--- src/rtl/icache_refill_ctrl.sv ---
// icache_refill_ctrl: instruction-cache miss refill engine.
// Fetches a full 8-word block, critical word first with wrap-around. The
// critical word is forwarded early as a one-cycle pulse. The assembled
// line is then handed to the cache in a single fill pulse.
module icache_refill_ctrl #(
    parameter int TAG_BITS    = 14,
    parameter int INDEX_BITS  = 8,
    parameter int OFFSET_BITS = 5,
    parameter int WORDS       = 8
) (
    input  logic                      clk,
    input  logic                      reset,
    input  logic                      miss_valid,
    input  logic [31:0]               miss_addr,
    output logic                      miss_ready,
    output logic                      mem_rd,
    output logic [31:0]               mem_addr,
    input  logic                      mem_rvalid,
    input  logic [31:0]               mem_rdata,
    output logic                      crit_valid,
    output logic [31:0]               crit_word,
    output logic                      fill_valid,
    output logic [INDEX_BITS-1:0]     fill_index,
    output logic [TAG_BITS-1:0]       fill_tag,
    output logic [WORDS*32-1:0]       fill_data,
    output logic                      busy
);

    localparam int WSEL     = $clog2(WORDS);
    localparam int BLK_BITS = 32 - OFFSET_BITS;

    typedef enum logic [1:0] {IDLE, ISSUE, DRAIN, DONE} state_t;

    state_t                  state, state_nxt;
    logic [BLK_BITS-1:0]     blk;
    logic [WSEL-1:0]         crit;
    logic [WSEL-1:0]         issue_cnt;
    logic [WSEL-1:0]         ret_cnt;
    logic [WSEL-1:0]         slot;
    logic [WORDS-1:0][31:0]  line_buf;
    logic [WORDS-1:0][31:0]  line_nxt;
    logic                    accept;
    logic                    ret_acc;
    logic                    last_ret;
    logic                    last_issue;
    logic [1:0]              unused_addr_bits;

    // Byte-within-word bits carry no meaning for a word-wide refill.
    assign unused_addr_bits = miss_addr[1:0];

    assign miss_ready = (state == IDLE);
    assign busy       = (state != IDLE);
    assign accept     = miss_valid && miss_ready;

    // Returns only count while a refill is in flight; IDLE/DONE drop them.
    assign ret_acc    = mem_rvalid && ((state == ISSUE) || (state == DRAIN));
    assign last_ret   = ret_acc && (ret_cnt == WSEL'(WORDS - 1));
    assign last_issue = (state == ISSUE) && (issue_cnt == WSEL'(WORDS - 1));

    // Returns come back in request order, so slot wraps from the critical word.
    assign slot       = crit + ret_cnt;

    // Next-state decode; the final return may land while still issuing.
    always_comb begin
        state_nxt = state;
        case (state)
            IDLE:    if (accept) state_nxt = ISSUE;
            ISSUE: begin
                if (last_ret)        state_nxt = DONE;
                else if (last_issue) state_nxt = DRAIN;
            end
            DRAIN:   if (last_ret) state_nxt = DONE;
            DONE:    state_nxt = IDLE;
            default: state_nxt = IDLE;
        endcase
    end

    // Line buffer with the current return merged in, used for the fill as well.
    always_comb begin
        line_nxt = line_buf;
        if (ret_acc) line_nxt[slot] = mem_rdata;
    end

    // State register.
    always_ff @(posedge clk or negedge reset) begin
        if (!reset) state <= IDLE;
        else        state <= state_nxt;
    end

    // Request side: latch the miss and stream 8 back-to-back word reads.
    always_ff @(posedge clk or negedge reset) begin
        if (!reset) begin
            blk       <= '0;
            crit      <= '0;
            issue_cnt <= '0;
            mem_rd    <= 1'b0;
            mem_addr  <= '0;
        end else if (accept) begin
            blk       <= miss_addr[31:OFFSET_BITS];
            crit      <= miss_addr[OFFSET_BITS-1:2];
            issue_cnt <= '0;
            mem_rd    <= 1'b1;
            mem_addr  <= {miss_addr[31:2], 2'b00};
        end else if (state == ISSUE) begin
            issue_cnt <= issue_cnt + WSEL'(1);
            mem_rd    <= (state_nxt == ISSUE);
            mem_addr  <= {blk, WSEL'(crit + issue_cnt + WSEL'(1)), 2'b00};
        end else begin
            mem_rd    <= 1'b0;
        end
    end

    // Return side: collect words and forward the first one as the critical word.
    always_ff @(posedge clk or negedge reset) begin
        if (!reset) begin
            ret_cnt    <= '0;
            line_buf   <= '0;
            crit_valid <= 1'b0;
            crit_word  <= '0;
        end else begin
            crit_valid <= ret_acc && (ret_cnt == '0);
            if (ret_acc && (ret_cnt == '0)) crit_word <= mem_rdata;
            if (accept) begin
                ret_cnt  <= '0;
                line_buf <= '0;
            end else if (ret_acc) begin
                ret_cnt  <= ret_cnt + WSEL'(1);
                line_buf <= line_nxt;
            end
        end
    end

    // Fill outputs load on the final return and hold until the next fill.
    always_ff @(posedge clk or negedge reset) begin
        if (!reset) begin
            fill_valid <= 1'b0;
            fill_index <= '0;
            fill_tag   <= '0;
            fill_data  <= '0;
        end else begin
            fill_valid <= last_ret;
            if (last_ret) begin
                fill_data  <= line_nxt;
                fill_index <= blk[INDEX_BITS-1:0];
                fill_tag   <= blk[INDEX_BITS +: TAG_BITS];
            end
        end
    end

endmodule

--- config.mk ---
export PLATFORM = sky130hd
export DESIGN_NAME = icache_refill_ctrl
export DESIGN_NICKNAME = d
export VERILOG_FILES = /design/src/rtl/icache_refill_ctrl.sv
export SDC_FILE = /design/constraint.sdc
export NUM_CORES = 1
export LEC_CHECK = 0
export ABC_CLOCK_PERIOD_IN_PS = 7000
export BUFFER_PORTS_ARGS = -buffer_cell sky130_fd_sc_hd__buf_4
export CAP_MARGIN = 20
export CORE_MARGIN = 5
export CORE_UTILIZATION = 36
export CTS_CLUSTER_DIAMETER = 200
export DETAILED_ROUTE_END_ITERATION = 7
export SLEW_MARGIN = 0
export SYNTH_ARGS = -nofsm -noshare
export SYNTH_HDL_FRONTEND = slang
export SYNTH_SLANG_ARGS = --single-unit
--- constraint.sdc ---
create_clock -name clk -period 7 [get_ports clk]
set_input_delay 0.35 -clock clk [delete_from_list [all_inputs] [get_ports clk]]
set_output_delay 0.35 -clock clk [all_outputs]
set_load 0.01 [all_outputs]
== Word level (Yosys, flattened, before mapping) ==
Index checks and enable logic that the tools add are counted.

* Register bits after elaboration: 639
* Word-level logic and storage cells: 65
* Bits of input ports: 68

* Muxes and demuxes: 19
* Eq/ne operators: 6
* Reductions and logical operators: 12
* Add/sub/neg operators: 5
* Order comparisons: 2

{| class="wikitable"
|+ Operators with widths
! cell !! number
|-
| $mux 256 || 3
|-
| $bwmux 256 || 1
|-
| $demux 32 s3 || 1
|-
| $mux 32 || 3
|-
| $mux 3 || 4
|-
| $add 3x1->3 const B || 3
|-
| $mux 2 || 4
|-
| $pmux 2 s4 || 1
|-
| $add 3x3->3 || 2
|-
| $eq 3x3->1 const B || 2
|-
| $logic_and 1x1->1 || 6
|-
| $reduce_bool 2->1 || 3
|-
| $eq 2x1->1 const B || 2
|-
| $eq 2x2->1 const B || 2
|-
| $lt 3x4->1 const B || 1
|-
| $ge 3x1->1 const B || 1
|-
| $logic_not 3->1 || 1
|-
| $logic_not 2->1 || 1
|-
| $mux 1 || 2
|-
| $logic_or 1x1->1 || 1
|}

== Longest topological paths before layout ==
* Depth in word-level cells: 9
* Mapped depth: 9
* Mapped depth without buffers: 7

== Worst setup path before layout ==
OpenSTA, ideal clock, no wires.

* Path kind: register to register
* Start: reg ret_cnt[0]
* End: reg line_buf[0] (netlist bit)
* Setup time: 0.133 ns
* Cell stages (with the launch flop): 10
* Setup slack: 4.451 ns
* Data arrival time: 2.415 ns
* Path through: dfrtp_1 ha_1 fa_1 xor3_1 or4_1 clkbuf_1 buf_6 clkbuf_1 nand3_1 o21ai_0

* Cells in the longest elaborated chain, start to end: 9
* Elaborated cells on any way between the ends: 10
* Classes of those cells: add/sub: 1; order compare: 2; mux: 6; reduce/logical: 1

{| class="wikitable"
|+ RTL lines
! element !! line !! text
|-
| start, declared || 38 || <nowiki>logic [WSEL-1:0] ret_cnt;</nowiki>
|-
| start signal, assigned || 127 || <nowiki>ret_cnt <= ret_cnt + WSEL'(1);</nowiki>
|-
| $add 3x3->3 (*) || 61 || <nowiki>assign slot = crit + ret_cnt;</nowiki>
|-
| $lt 3x4->1 (implied by the code) / $ge 3x1->1 (equally long branches) || 81 || <nowiki>if (ret_acc) line_nxt[slot] = mem_rdata;</nowiki>
|-
| $logic_and 1x1->1 (implied by the code) || 81 ||
|-
| $mux 32 (implied by the code) || 81 ||
|-
| $demux 32 s3 (*) || 81 ||
|-
| $bwmux 256 (*) || 81 ||
|-
| $mux 256 (*) || 81 ||
|-
| $mux 256 (*) || 126 || <nowiki>end else if (ret_acc) begin</nowiki>
|-
| $mux 256 (*) || 123 || <nowiki>if (accept) begin</nowiki>
|-
| end signal, assigned || 128 || <nowiki>line_buf <= line_nxt;</nowiki>
|-
| end, declared || 40 || <nowiki>logic [WORDS-1:0][31:0] line_buf;</nowiki>
|}

Mark *: on every way between the ends. The rest lies on a longest branch, timed or not. The select of a mux whose other input is x is not followed.
A chain may end at the register's enable or synchronous reset.

== Worst setup path in the final report ==
* Start: reg ret_cnt[0]
* End: reg fill_data[17]

* Cells in the longest elaborated chain, start to end: 7
* Elaborated cells on any way between the ends: 10
* Classes of those cells: add/sub: 1; order compare: 2; eq/ne: 1; mux: 4; reduce/logical: 2

{| class="wikitable"
|+ RTL lines
! element !! line !! text
|-
| $add 3x3->3 || 61 ||
|-
| $lt 3x4->1 (implied by the code) / $ge 3x1->1 (equally long branches) || 81 ||
|-
| $logic_and 1x1->1 (implied by the code) || 81 ||
|-
| $mux 32 (implied by the code) || 81 ||
|-
| $demux 32 s3 || 81 ||
|-
| $bwmux 256 || 81 ||
|-
| $mux 256 || 81 ||
|-
| end signal, assigned || 143 || <nowiki>fill_data <= line_nxt;</nowiki>
|-
| end, declared || 25 || <nowiki>output logic [WORDS*32-1:0] fill_data,</nowiki>
|}

Parallel ways exist; a longest one is shown, timed or not.

==> key figures <==
CTS
  – Clock sinks: 637
  – CTS tree: yes
  – CTS buffer count: 73
  – CTS Hold Bufs: 30
  – Clock buffer depth: 3
  – CTS Root Cell: clkbuf_16
  – Post_cts resized: 0
  – Setup Buffers After CTS: 0
  – Worst-Skew Late Latency: 0.59 ns
  – H-tree lvl count: 3
  – Worst-path clk slew: 0.06 ns

GRT
  – Most Crowded Layer GR: met2
  – First-pass GRT wire length: 117 mm
  – Remaining Overflow, GRT: 0
  – Initial antenna violation count: 1
  – Routing usage on met3: 3.20%
  – Gr usage total: 18.6%
  – GR met1 Demand/Resource: 24.7%
  – GRT met2 Usage: 31.3%
  – Largest net degree at the start of global routing: 248
  – Vias in the first global route: 19,650

Worst setup path
  – WP data arrival: just under 4 ns
  – R2r setup slk: 3.53 ns
  – Largest stage delay on the critical path: ~0.65 ns
  – CP required: between 7 and 8 ns
  – Critical path launch point: ret_cnt[0]$_DFFE_PN0P_
  – Terminus of the critical flop-to-flop path: fill_data[17]$_DFFE_PN0P_
  – Setup CP Type: reg -> reg
  – Worst setup SP type: flop
  – CP cell instances: ha_1, fa_1, xor3_1, or4_4, buf_4, mux2i_1, o21ai_0
  – Worst Path Max Fanout: 49
  – Critical path endpoint category: flop
  – Slowest stage cell on the critical path: or4_4
  – Worst r2r src: ret_cnt[0]$_DFFE_PN0P_
  – Critical Path End: fill_data[17]$_DFFE_PN0P_
  – R2R cell count: 7

Power and ir drop
  – Peak VDD IR: ~0.00019 V
  – LEAKAGE: 0.0168 uW
  – Power per cell area: 312 mW/mm2

STA
  – Relative slew slack: 22.2%
  – Setup_tns: 0 ns
  – Clock Skews: ~0.021 ns
  – Hold Vio Cnt, Final: 0
  – Final setup violation count: 0
  – Worst-margin pin slew: approximately 1.2 ns
  – Tcrit/Tclk final: 49.6%
  – F_max: 288 MHz
  – Unrepaired setup endpoints after global routing: false
  – Hold Slack: 0.0746 ns
  – Max-slew violations: 0
  – Post-layout minimum cycle time: 3.47 ns

Logic synthesis
  – Post-synthesis sequential area ratio: 60.5%
  – Mapped Cells: 2,497
  – Post-synth ARST share: 100%
  – Syn Area/Cell: 10.5 um2
  – Synth area leader: dfrtp_1
  – Top cells by area, synth: dfrtp_1 61%, mux2i_1 11%, o21ai_0 9.6%
  – Number of synthesized flops with an enable pin: 0
  – Most common library cells after synthesis: 637 x dfrtp_1, 507 x o21ai_0, 455 x nand2_1
  – Most common cell in the synthesized netlist: dfrtp_1
  – Share of the synthesized area in the top cell type: between 60 and 70%
  – Yosys cell types: 31
  – Synth Flop Type: dfrtp_1
  – Cell area after synthesis: 0.0263 mm2
  – Yosys warns: 0
  – #FFs+latches synth: 637

Finish
  – Nets: 2,894
  – Area growth syn-to-layout: 24.1%
  – Finished Layout Cells: between 3,000 and 4,000
  – Final Util: ~45%
  – Share of layout cells above drive strength 1: around a fifth

Place
  – DP HPWL: 47.2 mm
  – Port bufs: 410
  – Placed insts: 3,666
  – RD Place Congestion: around 0.8

Die
  – Rows: 99
  – Die Area: approximately 0.08 mm2
  – IO Pins: around 420
  – Die Y: 280 um
  – Initial core utilization: 36.2%
  – DIE WIDTH: 280 um
  – Core area: 0.0727 mm2

Run
  – Max-cap violations: 0

Detailed routing
  – Via/cell ratio: 5.08
  – WL per Instance: approximately 20 um
  – Iter 0 DRT Violations: 1,379
  – DRT antenna net count: 0
  – DRC violations left: 0
  – DRT Wirelength: 74.8 mm
  – Drt pass-1 iters: 5
  – Via count: slightly below 20,000

Hold path
  – Hold Path Stages: 3
  – Min-delay worst type: in -> reg

Run status
  – Run status: completed
==> layout make-up <==
type                    instances  area [um2]
diodes                          2        5.00
repair buffers                465        3640
well taps                     959        1200
clock buffers                  96        2060
multi-input cells            1624        9460
fillers                      6827       40000
flip-flops and latches        637       15900
clock inverters                26         340
inverters                      11        41.3
==> worst min path at each step <==
stage          slack [ns]                    start                 endpoint
5_1_grt              0.04             miss_addr[8]       blk[3]$_DFFE_PN0P_
3_3_place_gp         0.46      blk[25]$_DFFE_PN0P_      blk[25]$_DFFE_PN0P_
6_report             0.07             miss_addr[8]       blk[3]$_DFFE_PN0P_
3_5_place_dp         0.47  fill_tag[6]$_DFFE_PN0P_  fill_tag[6]$_DFFE_PN0P_
2_1_floorplan        0.05                    reset       blk[0]$_DFFE_PN0P_
4_1_cts             0.008             miss_addr[8]       blk[3]$_DFFE_PN0P_
==> placed cells by master, fill, tap and decap left out, types with 12 or more instances in the layout <==
cell	synthesis	layout
clkbuf_16	0	74
nand2_1	455	450
dlygate4sd3_1	0	30
dfrtp_1	637	637
nand3_1	258	257
clkinv_2	0	12
o21ai_1	36	36
buf_4	3	429
mux2i_1	288	288
clkbuf_8	0	13
o21ai_0	507	507
mux2_2	32	32
==> flip-flops by register name, summed over array words and instances (netlist names), 3 cells and up <==
| signal | flops |
|---|---|
| crit | 3 |
| issue_cnt | 3 |
| fill_index | 8 |
| fill_data | 256 |
| crit_word | 32 |
| line_buf | 256 |
| ret_cnt | 3 |
| mem_addr | 30 |
| blk | 27 |
| fill_tag | 14 |
==> layer usage <==
metal | up-vias | share of wire, %
met5 | - | 0
met4 | 0 | 2.5
met3 | 109 | 5.0
met2 | 454 | 49
met1 | 9659 | 43
li1 | 9190 | -
==> where the power goes <==
part           switching [uW]  leakage [uW]  total, uW  internal (uW)
clock                    1500       0.00119       3830           2330
sequential                229       0.00872       4270           4040
combinational            1290       0.00689       2100            815
==> critical path, delay by kind of cell, from the launching register on <==
kind / cells / cell delay [ns]
AO/OA/AOI/OAI: 1 / 0.10
XOR/XNOR: 1 / 0.56
adder cells (fa/ha/maj): 2 / 0.61
buffers and inverters: 1 / 0.61
flip-flops: 1 / 0.43
multiplexers: 1 / 0.30
AND/OR/NAND/NOR: 1 / 0.65
==> through the flow <==
stage | setup WS [ns] | power [uW] | cell area [um2]
6_report | 3.53 | 10200 | 32700
5_1_grt | 3.28 | 10700 | 32700
4_1_cts | 3.46 | 10300 | 32700
3_5_place_dp | 3.48 | 6450 | 30000
3_3_place_gp | 3.56 | 6370 | 30000
2_1_floorplan | 4.45 | 5560 | 26300
==> kinds of logic (layout without fill, tap and decap cells) <==
logic type	after synthesis	in the layout	share of synthesized area, %
XOR/XNOR	6	6	0.309
buffers and inverters	237	598	3.82
AO/OA/AOI/OAI	551	551	10.5
adder cells (fa/ha/maj)	14	14	0.722
AND/OR/NAND/NOR	731	731	11.8
multiplexers	320	320	12.3
flip-flops	637	637	60.5
other	1	4	0.0142
No activity file was read; power rests on OpenSTA's default activity.
